===== src/rtl/cell_mem_ctrl.sv =====
// Cell memory controller. It streams every particle position of one cell out of a
// single-port RAM (the particle count is stored at address 0) and fits host writes in around the streams.
module cell_mem_ctrl #(
  parameter int DATA_WIDTH   = 96,
  parameter int ADDR_WIDTH   = 8,
  parameter int PARTICLE_NUM = 220
) (
  input  logic                  clk,
  input  logic                  rst,
  input  logic                  rd_start,
  output logic                  rd_busy,
  output logic                  rd_valid,
  output logic [DATA_WIDTH-1:0] rd_data,
  output logic [ADDR_WIDTH-1:0] rd_index,
  output logic                  rd_last,
  output logic                  rd_done,
  output logic                  cnt_err,
  input  logic                  wr_req,
  input  logic [ADDR_WIDTH-1:0] wr_addr,
  input  logic [DATA_WIDTH-1:0] wr_data,
  output logic                  wr_ack,
  output logic [ADDR_WIDTH-1:0] mem_address,
  output logic [DATA_WIDTH-1:0] mem_data,
  output logic                  mem_rden,
  output logic                  mem_wren,
  input  logic [DATA_WIDTH-1:0] mem_q
);

  localparam logic [2:0] IDLE     = 3'd0;
  localparam logic [2:0] CNT_RD   = 3'd1;
  localparam logic [2:0] CNT_WAIT = 3'd2;
  localparam logic [2:0] STREAM   = 3'd3;
  localparam logic [2:0] DRAIN    = 3'd4;
  localparam logic [2:0] WR       = 3'd5;

  localparam logic [ADDR_WIDTH-1:0] MAX_IDX = ADDR_WIDTH'(PARTICLE_NUM - 1);

  logic [2:0]            state;
  logic                  wait_cnt;
  logic                  rd_pend;
  logic [ADDR_WIDTH-1:0] count;
  logic [ADDR_WIDTH-1:0] issue_addr;

  // Read-return pipeline. Stage 0 lines up with mem_rden, and its index is mem_address.
  logic                  p0_valid;
  logic                  p0_last;
  logic                  p1_valid;
  logic                  p1_last;
  logic [ADDR_WIDTH-1:0] p1_idx;

  logic [ADDR_WIDTH-1:0] raw_cnt;
  logic                  cnt_over;
  logic [ADDR_WIDTH-1:0] cnt_clamped;
  logic                  first_beat;
  logic [ADDR_WIDTH-1:0] stream_len;
  logic [ADDR_WIDTH-1:0] next_addr;
  logic                  accept;

  // The count word arrives on mem_q in the first STREAM cycle, and that cycle uses it directly.
  assign raw_cnt     = mem_q[ADDR_WIDTH-1:0];
  assign cnt_over    = raw_cnt > MAX_IDX;
  assign cnt_clamped = cnt_over ? MAX_IDX : raw_cnt;
  assign first_beat  = (issue_addr == '0);
  assign stream_len  = first_beat ? cnt_clamped : count;
  assign next_addr   = issue_addr + 1'b1;
  assign accept      = (state == IDLE) && (rd_start || rd_pend);

  // Gated so stale RAM output never shows while no beat is presented (e.g. in reset).
  assign rd_data = rd_valid ? mem_q : '0;

  // NOTE: every register here updates with non-blocking assignments. The next-state
  // logic then always reads values from before the edge, whatever the statement order.
  always_ff @(posedge clk) begin
    if (rst) begin
      state       <= IDLE;
      wait_cnt    <= 1'b0;
      rd_pend     <= 1'b0;
      count       <= '0;
      issue_addr  <= '0;
      cnt_err     <= 1'b0;
      rd_busy     <= 1'b0;
      rd_done     <= 1'b0;
      wr_ack      <= 1'b0;
      mem_address <= '0;
      mem_data    <= '0;
      mem_rden    <= 1'b0;
      mem_wren    <= 1'b0;
      p0_valid    <= 1'b0;
      p0_last     <= 1'b0;
      p1_valid    <= 1'b0;
      p1_last     <= 1'b0;
      p1_idx      <= '0;
      rd_valid    <= 1'b0;
      rd_last     <= 1'b0;
      rd_index    <= '0;
    end else begin
      mem_rden <= 1'b0;
      mem_wren <= 1'b0;
      wr_ack   <= 1'b0;
      rd_done  <= 1'b0;
      p0_valid <= 1'b0;
      p0_last  <= 1'b0;

      // A second request while one is already pending is dropped.
      if (accept)
        rd_pend <= 1'b0;
      else if (rd_start && state != IDLE)
        rd_pend <= 1'b1;

      if (accept)
        rd_busy <= 1'b1;
      else if (rd_done)
        rd_busy <= 1'b0;

      case (state)
        IDLE: begin
          if (rd_start || rd_pend) begin
            state <= CNT_RD;
          end else if (wr_req) begin
            state       <= WR;
            mem_wren    <= 1'b1;
            mem_address <= wr_addr;
            mem_data    <= wr_data;
            wr_ack      <= 1'b1;
          end
        end

        CNT_RD: begin
          mem_rden    <= 1'b1;
          mem_address <= '0;
          issue_addr  <= '0;
          wait_cnt    <= 1'b0;
          state       <= CNT_WAIT;
        end

        CNT_WAIT: begin
          if (wait_cnt) state <= STREAM;
          else          wait_cnt <= 1'b1;
        end

        STREAM: begin
          if (first_beat) begin
            count <= cnt_clamped;
            if (cnt_over) cnt_err <= 1'b1;
          end
          if (stream_len == '0) begin
            rd_done <= 1'b1;
            state   <= IDLE;
          end else begin
            mem_rden    <= 1'b1;
            mem_address <= next_addr;
            issue_addr  <= next_addr;
            p0_valid    <= 1'b1;
            p0_last     <= (next_addr == stream_len);
            if (next_addr == stream_len) begin
              wait_cnt <= 1'b0;
              state    <= DRAIN;
            end
          end
        end

        DRAIN: begin
          if (wait_cnt) state <= IDLE;
          else          wait_cnt <= 1'b1;
        end

        WR: state <= IDLE;

        default: state <= IDLE;
      endcase

      // The RAM returns data two cycles after mem_rden. Beat flags and the index follow it down the pipe.
      p1_valid <= p0_valid;
      p1_last  <= p0_last;
      p1_idx   <= mem_address;
      rd_valid <= p1_valid;
      rd_last  <= p1_last;
      rd_index <= p1_idx;
      if (p1_last) rd_done <= 1'b1;
    end
  end

endmodule


===== config.mk =====
export PLATFORM = sky130hd
export DESIGN_NAME = cell_mem_ctrl
export DESIGN_NICKNAME = d
export VERILOG_FILES = /design/src/rtl/cell_mem_ctrl.sv
export SDC_FILE = /design/constraint.sdc
export NUM_CORES = 1
export LEC_CHECK = 0
export ABC_AREA = 1
export BUFFER_PORTS_ARGS = -buffer_cell sky130_fd_sc_hd__buf_2
export CORE_AREA = 2 2 165 167
export DETAILED_ROUTE_END_ITERATION = 8
export DIE_AREA = 0 0 167 169
export HOLD_SLACK_MARGIN = 0.08
export PLACE_DENSITY = 0.64
export SLEW_MARGIN = 20
export SYNTH_ARGS = -nofsm -noshare
export SYNTH_HDL_FRONTEND = slang
export SYNTH_SLANG_ARGS = --single-unit

===== constraint.sdc =====
create_clock -name clk -period 5.55 [get_ports clk]
set_input_delay 0.2775 -clock clk [delete_from_list [all_inputs] [get_ports clk]]
set_output_delay 0.2775 -clock clk [all_outputs]
set_load 0.05 [all_outputs]

# Word level (Yosys, flattened, before mapping)
# Index checks and enable logic that the tools add are counted.
totals:
  inputBits: 204
  out_inout_bits: 216
  regBits: 152
  elab_cells: 86
op_classes:
  eq_ne: 13
  n_lt_le_gt_ge: 1
  muxes: 26
  bitwise_logic: 3
  n_reduce_logical: 22
  n_addsub: 1
op_table:
  columns: ["operator", "count"]
  rows:
  - ["$mux 96", 1]
  - ["$mux 8", 5]
  - ["$pmux 8 s3", 1]
  - ["$mux 3", 6]
  - ["$logic_not 8->1", 2]
  - ["$pmux 8 s2", 1]
  - ["$pmux 3 s5", 1]
  - ["$ne 2x2->1 const B", 6]
  - ["$mux 1", 9]
  - ["$reduce_and 3->1", 3]
  - ["$reduce_bool 3->1", 3]
  - ["$add 8x1->8 const B", 1]
  - ["$eq 8x8->1", 1]
  - ["$gt 8x8->1 const B", 1]
  - ["$reduce_and 4->1", 2]
  - ["$eq 3x2->1 const B", 2]
  - ["$reduce_or 2->1", 3]
  - ["$reduce_or 3->1", 2]
  - ["$reduce_bool 2->1", 2]
  - ["$eq 3x1->1 const B", 1]
  - ["$eq 3x3->1 const B", 1]
  - ["$logic_not 3->1", 1]
  - ["$ne 3x2->1 const B", 1]
  - ["$ne 3x3->1 const B", 1]
  - ["other kinds (6)", 9]

# Logic depth before layout (Yosys ltp)
logic_depth:
  word_depth: 7
  ltp_mapped: 16
  ltp_nobuf: 16

# Least setup slack after synthesis
# No wires, ideal clock.
synth_timing:
  path_type: "register to output"
  startpoint: "register rd_valid"
  endpoint: "output rd_data[55]"
  arrival_time_ps: 1788
  slack_ps: 3485
  required_ps: 5273
  path_buffers: 3
  path_stages_with_launch: 6
  cell_sequence: "dfxtp_1 -> clkbuf_1 -> clkbuf_1 -> clkbuf_1 -> nand2_1 -> inv_1"
synth_between:
  elab_chain_len: 1
synth_lines:
  columns: ["element", "line", "rtl"]
  rows:
  - ["from (decl)", "12", "output logic rd_valid,"]
  - ["from (signal assigned)", "176", "rd_valid <= p1_valid;"]
  - ["$mux 96", "69", "assign rd_data = rd_valid ? mem_q : '0;"]
  - ["to (decl)", "13", "output logic [DATA_WIDTH-1:0] rd_data,"]
# No other way between the ends.

# Worst setup path in the final report
layout_timing:
  startpoint: "register state[2]"
  endpoint: "register mem_data[58]"
layout_between:
  elab_chain_len: 2
layout_lines:
  columns: ["element", "line", "rtl"]
  rows:
  - ["from (decl)", "38", "logic [2:0] state;"]
  - ["from (signal assigned)", "75", "state <= IDLE;"]
  - ["from (signal assigned)", "118", "state <= CNT_RD;"]
  - ["from (signal assigned)", "120", "state <= WR;"]
  - ["$logic_not 3->1", "115", "case (state)"]
  - ["$reduce_and 3->1 (no source line)", null, null]
  - ["to (signal assigned)", "123", "mem_data <= wr_data;"]
  - ["to (decl)", "23", "output logic [DATA_WIDTH-1:0] mem_data,"]
# No other way between the ends.
# A chain may end at the register's enable or synchronous reset.

==> impl_metrics.env <==
export IMPL_synth_xor_area_frac=0.00129
export IMPL_status="complete, no violations"
export IMPL_grt_pass1_wl_mm=38.8
export IMPL_worst_endpoint_required_ns=5.86
export IMPL_finalWorstSetupSlack_ns=3.01
export IMPL_area_growth_pct=55.6
export IMPL_dieHeight_um=169
export IMPL_worst_path_buf_inv=4
export IMPL_ir_drop_uv=316
export IMPL_internal_power_mw=2.56
export IMPL_placed_area_um2=9090
export IMPL_crit_chain="nor2_2 -> inv_1 -> nor2_2 -> nand2_1 -> nor2_4 -> buf_4 -> inv_2 -> buf_4 -> nor2_1 -> nor2_1"
export IMPL_min_period_over_period=0.457
export IMPL_finalSetupViolCount=0
export IMPL_dp_hpwl_mm=17.6
export IMPL_track_usage=0.170
export IMPL_routed_wl_mm=24.8
export IMPL_ant_nets=0
export IMPL_num_vias=8001
export IMPL_yosysUniqueCellTypes=33
export IMPL_fillerInstances=2750
export IMPL_clockRootBuffer="clkbuf_16"
export IMPL_cp_arrival_ns=2.85
export IMPL_drc=0
export IMPL_cts_sinks=152
export IMPL_multiInputGateArea_um2=2880
export IMPL_period_minus_slack_ns=2.54
export IMPL_max_cap_violations=0
export IMPL_overflow=0
export IMPL_ys_seq_area_frac=0.449
export IMPL_nets=1704
export IMPL_globalplace_congestion=0.973
export IMPL_postCtsSetupRepairBufs=0
export IMPL_start_util=0.256
export IMPL_grt_max_degree=98
export IMPL_ys_warn_count=0
export IMPL_port_buffers=419
export IMPL_grt_pass1_vias=7622
export IMPL_cts_tree="done"
export IMPL_hold_viol_final=0
export IMPL_vias_per_cell=4.32
export IMPL_fin_skew_ns=0.0209
export IMPL_synth_top_family_by_area="simple AND/OR/NAND/NOR gates"
export IMPL_seq_power_share=0.299
export IMPL_timing_setup_tns_ns=0
export IMPL_pre_cts_slack_ns=3.07
export IMPL_relSlewSlack=0.331
export IMPL_power_mw=4.96
export IMPL_clock_latency_ns=0.43
export IMPL_p_sw_mw=2.39
export IMPL_antenna_found_initial=1
export IMPL_leakagePower_nw=6.36
export IMPL_avgSynthCellArea_um2=6.60
export IMPL_clockPowerShare=0.243
export IMPL_syn_num_nets=1233
export IMPL_worstHoldPathType="in -> reg"
export IMPL_drt_iter0_drc=492
export IMPL_io_pins=420
export IMPL_first_pass_iters=5
export IMPL_switching_share=0.483
export IMPL_path_clk_slew_ns=0.08
export IMPL_cp_end_kind="register"
export IMPL_power_per_cell_area_nw_per_um2=470
export IMPL_fmax_mhz=394
export IMPL_start_kind="register"
export IMPL_row_count=60
export IMPL_clk_path_buf_depth=2
export IMPL_synth_compound_area_frac=0.122
export IMPL_path_class="reg -> reg"
export IMPL_cp_top_family="buffers and inverters"
export IMPL_rsz0062_at_grt="no"
export IMPL_critPathMaxFanout=97
export IMPL_core_area_um2=26500
export IMPL_final_layout_size_suffix_gt1_frac=0.324
export IMPL_syn_inst=1027
export IMPL_worst_pin_slew_ns=1.00
export IMPL_fin_area_um2=10600
export IMPL_syn_cell_area_um2=6780
export IMPL_synthAdderAreaFrac=0.00369
export IMPL_dieArea_um2=28200
export IMPL_critPathSlowestCell="buf_4"
export IMPL_wire_per_inst_um=13.4
export IMPL_slowest_delay_ns=0.64
export IMPL_ff_latch_area_um2=3040
export IMPL_synth_mux_area_frac=0
export IMPL_htree_num_levels=4
export IMPL_die_w_um=167
export IMPL_comb_power_share=0.458
export IMPL_slew_viol_final=0
export IMPL_synthSimpleGateAreaFrac=0.297
export IMPL_cts_made_buffers=17
export IMPL_ys_ff_latch=152
[metrics by stage]
step / utilization / cells / hold WS (ns)
4_1_cts: 0.398 / 1852 / 0.0818
6_report: 0.398 / 1853 / 0.0931
5_1_grt: 0.398 / 1852 / 0.0971
3_3_place_gp: 0.343 / 1737 / 0.391
2_1_floorplan: - / 1027 / 0.388
3_5_place_dp: 0.343 / 1737 / 0.394
[cell usage in the layout, fill, tap and decap left out, types with 2 or more instances in the layout]
cell / n
buf_2: 419
dfxtp_1: 151
inv_6: 2
a21oi_1: 24
clkbuf_16: 17
nand3b_1: 2
nor2_2: 9
buf_4: 4
clkinv_8: 7
o21ai_1: 7
nor2_4: 4
ha_1: 2
inv_1: 157
dlygate4sd3_1: 83
inv_8: 3
a211oi_1: 2
nand2_4: 4
a21oi_2: 2
nand2_1: 205
clkinv_4: 2
inv_2: 6
nor2_1: 236
a31oi_1: 2
nand3_1: 22
nand2_2: 3
o21ai_0: 121
nor3_1: 3
[worst min-delay path, delay by kind of cell]
kind	cells	cell delay (ns)
buffers and inverters	1	0.07
and+or+nand+nor	2	0.13
[flip-flops by register name (all words and copies together), names as in the netlist]
register / flops
p0_valid: 1
mem_data: 96
p1_valid: 1
count: 8
p1_last: 1
rd_index: 8
p1_idx: 8
cnt_err: 1
mem_rden: 1
rd_valid: 1
rd_pend: 1
rd_busy: 1
state: 3
mem_address: 8
mem_wren: 1
rd_last: 1
p0_last: 1
rd_done: 1
wait_cnt: 1
issue_addr: 8
[power by group through the flow]
| stage | Sequential [mW] | Clock, mW | Combinational (mW) |
|---|---|---|---|
| 2_1_floorplan | 2.09 | 0 | 1.13 |
| 3_3_place_gp | 1.49 | 0 | 2.20 |
| 3_5_place_dp | 1.50 | 0 | 2.22 |
| 4_1_cts | 1.48 | 1.24 | 2.28 |
| 5_1_grt | 1.51 | 1.28 | 2.49 |
| 6_report | 1.48 | 1.20 | 2.27 |
[layer usage]
layer / vias up / routed length, µm / track usage
li1: 4039 / - / -
met4: 2 / 562 / 0.0660
met5: - / 78 / 0.0209
met2: 319 / 11700 / 0.282
met1: 3604 / 10100 / 0.199
met3: 37 / 2320 / 0.0631
[repair_timing]
item | 4_1_cts | 5_1_grt
hold buffers | 83 | 0
resized for setup | 0 | 0
hold endpoints to repair | 83 | 0
[cells by family after synthesis]
| family | Yosys count |
|---|---|
| simple gates | 494 |
| buf+inv | 218 |
| compound gates | 160 |
| flops | 152 |
| fa+ha+maj | 2 |
| xor+xnor | 1 |
[final cells by class]
type | count | share of cell area
antenna | 1 | 0.000237
clock buffer | 17 | 0.0403
clock inverter | 15 | 0.0189
inverter | 164 | 0.0583
multi-input combinational | 657 | 0.273
sequential | 152 | 0.288
tap | 341 | 0.0404
timing repair buffer | 506 | 0.280
[cells in the mapped netlist]
master | number | share of area
buf_4 | 1 | 0.0011
a21oi_2 | 2 | 0.0026
ha_1 | 2 | 0.0037
nor2_4 | 3 | 0.0050
nand3_2 | 1 | 0.0015
nor2_2 | 9 | 0.0083
o31ai_2 | 1 | 0.0018
buf_2 | 5 | 0.0037
clkinv_1 | 1 | 0.00055
a211oi_1 | 2 | 0.0022
o21ai_1 | 7 | 0.0052
xor2_1 | 1 | 0.0013
clkbuf_1 | 43 | 0.024
nand4_2 | 1 | 0.0018
inv_2 | 5 | 0.0028
and2_4 | 1 | 0.0013
o21ai_0 | 121 | 0.089
nor3_1 | 3 | 0.0022
nand3_1 | 22 | 0.016
nand2_1 | 205 | 0.11
nor3_4 | 1 | 0.0024
nand2_2 | 3 | 0.0028
dfxtp_1 | 152 | 0.45
a31oi_1 | 2 | 0.0018
a21oi_1 | 24 | 0.018
inv_1 | 158 | 0.087
nand4_1 | 1 | 0.00092
buf_6 | 5 | 0.0083
nor4_1 | 1 | 0.00092
nand3b_1 | 2 | 0.0022
nand2_4 | 4 | 0.0066
nor2_1 | 237 | 0.13
o21ai_2 | 1 | 0.0013
[path summary, 6_finish.rpt]
kind | slack [ns] | cells after the start | startpoint | end
hold reg to reg | 0.40 | 2 | p1_valid$_SDFF_PP0_ | rd_valid$_SDFF_PP0_
setup / recovery | 3.01 | 10 | state[2]$_SDFFE_PP0P_ | mem_data[58]$_SDFFE_PP0P_
setup reg to reg | 3.01 | 10 | state[2]$_SDFFE_PP0P_ | mem_data[58]$_SDFFE_PP0P_
hold / removal | 0.09 | 3 | wr_data[20] | mem_data[20]$_SDFFE_PP0P_
No activity file was read; power rests on OpenSTA's default activity.
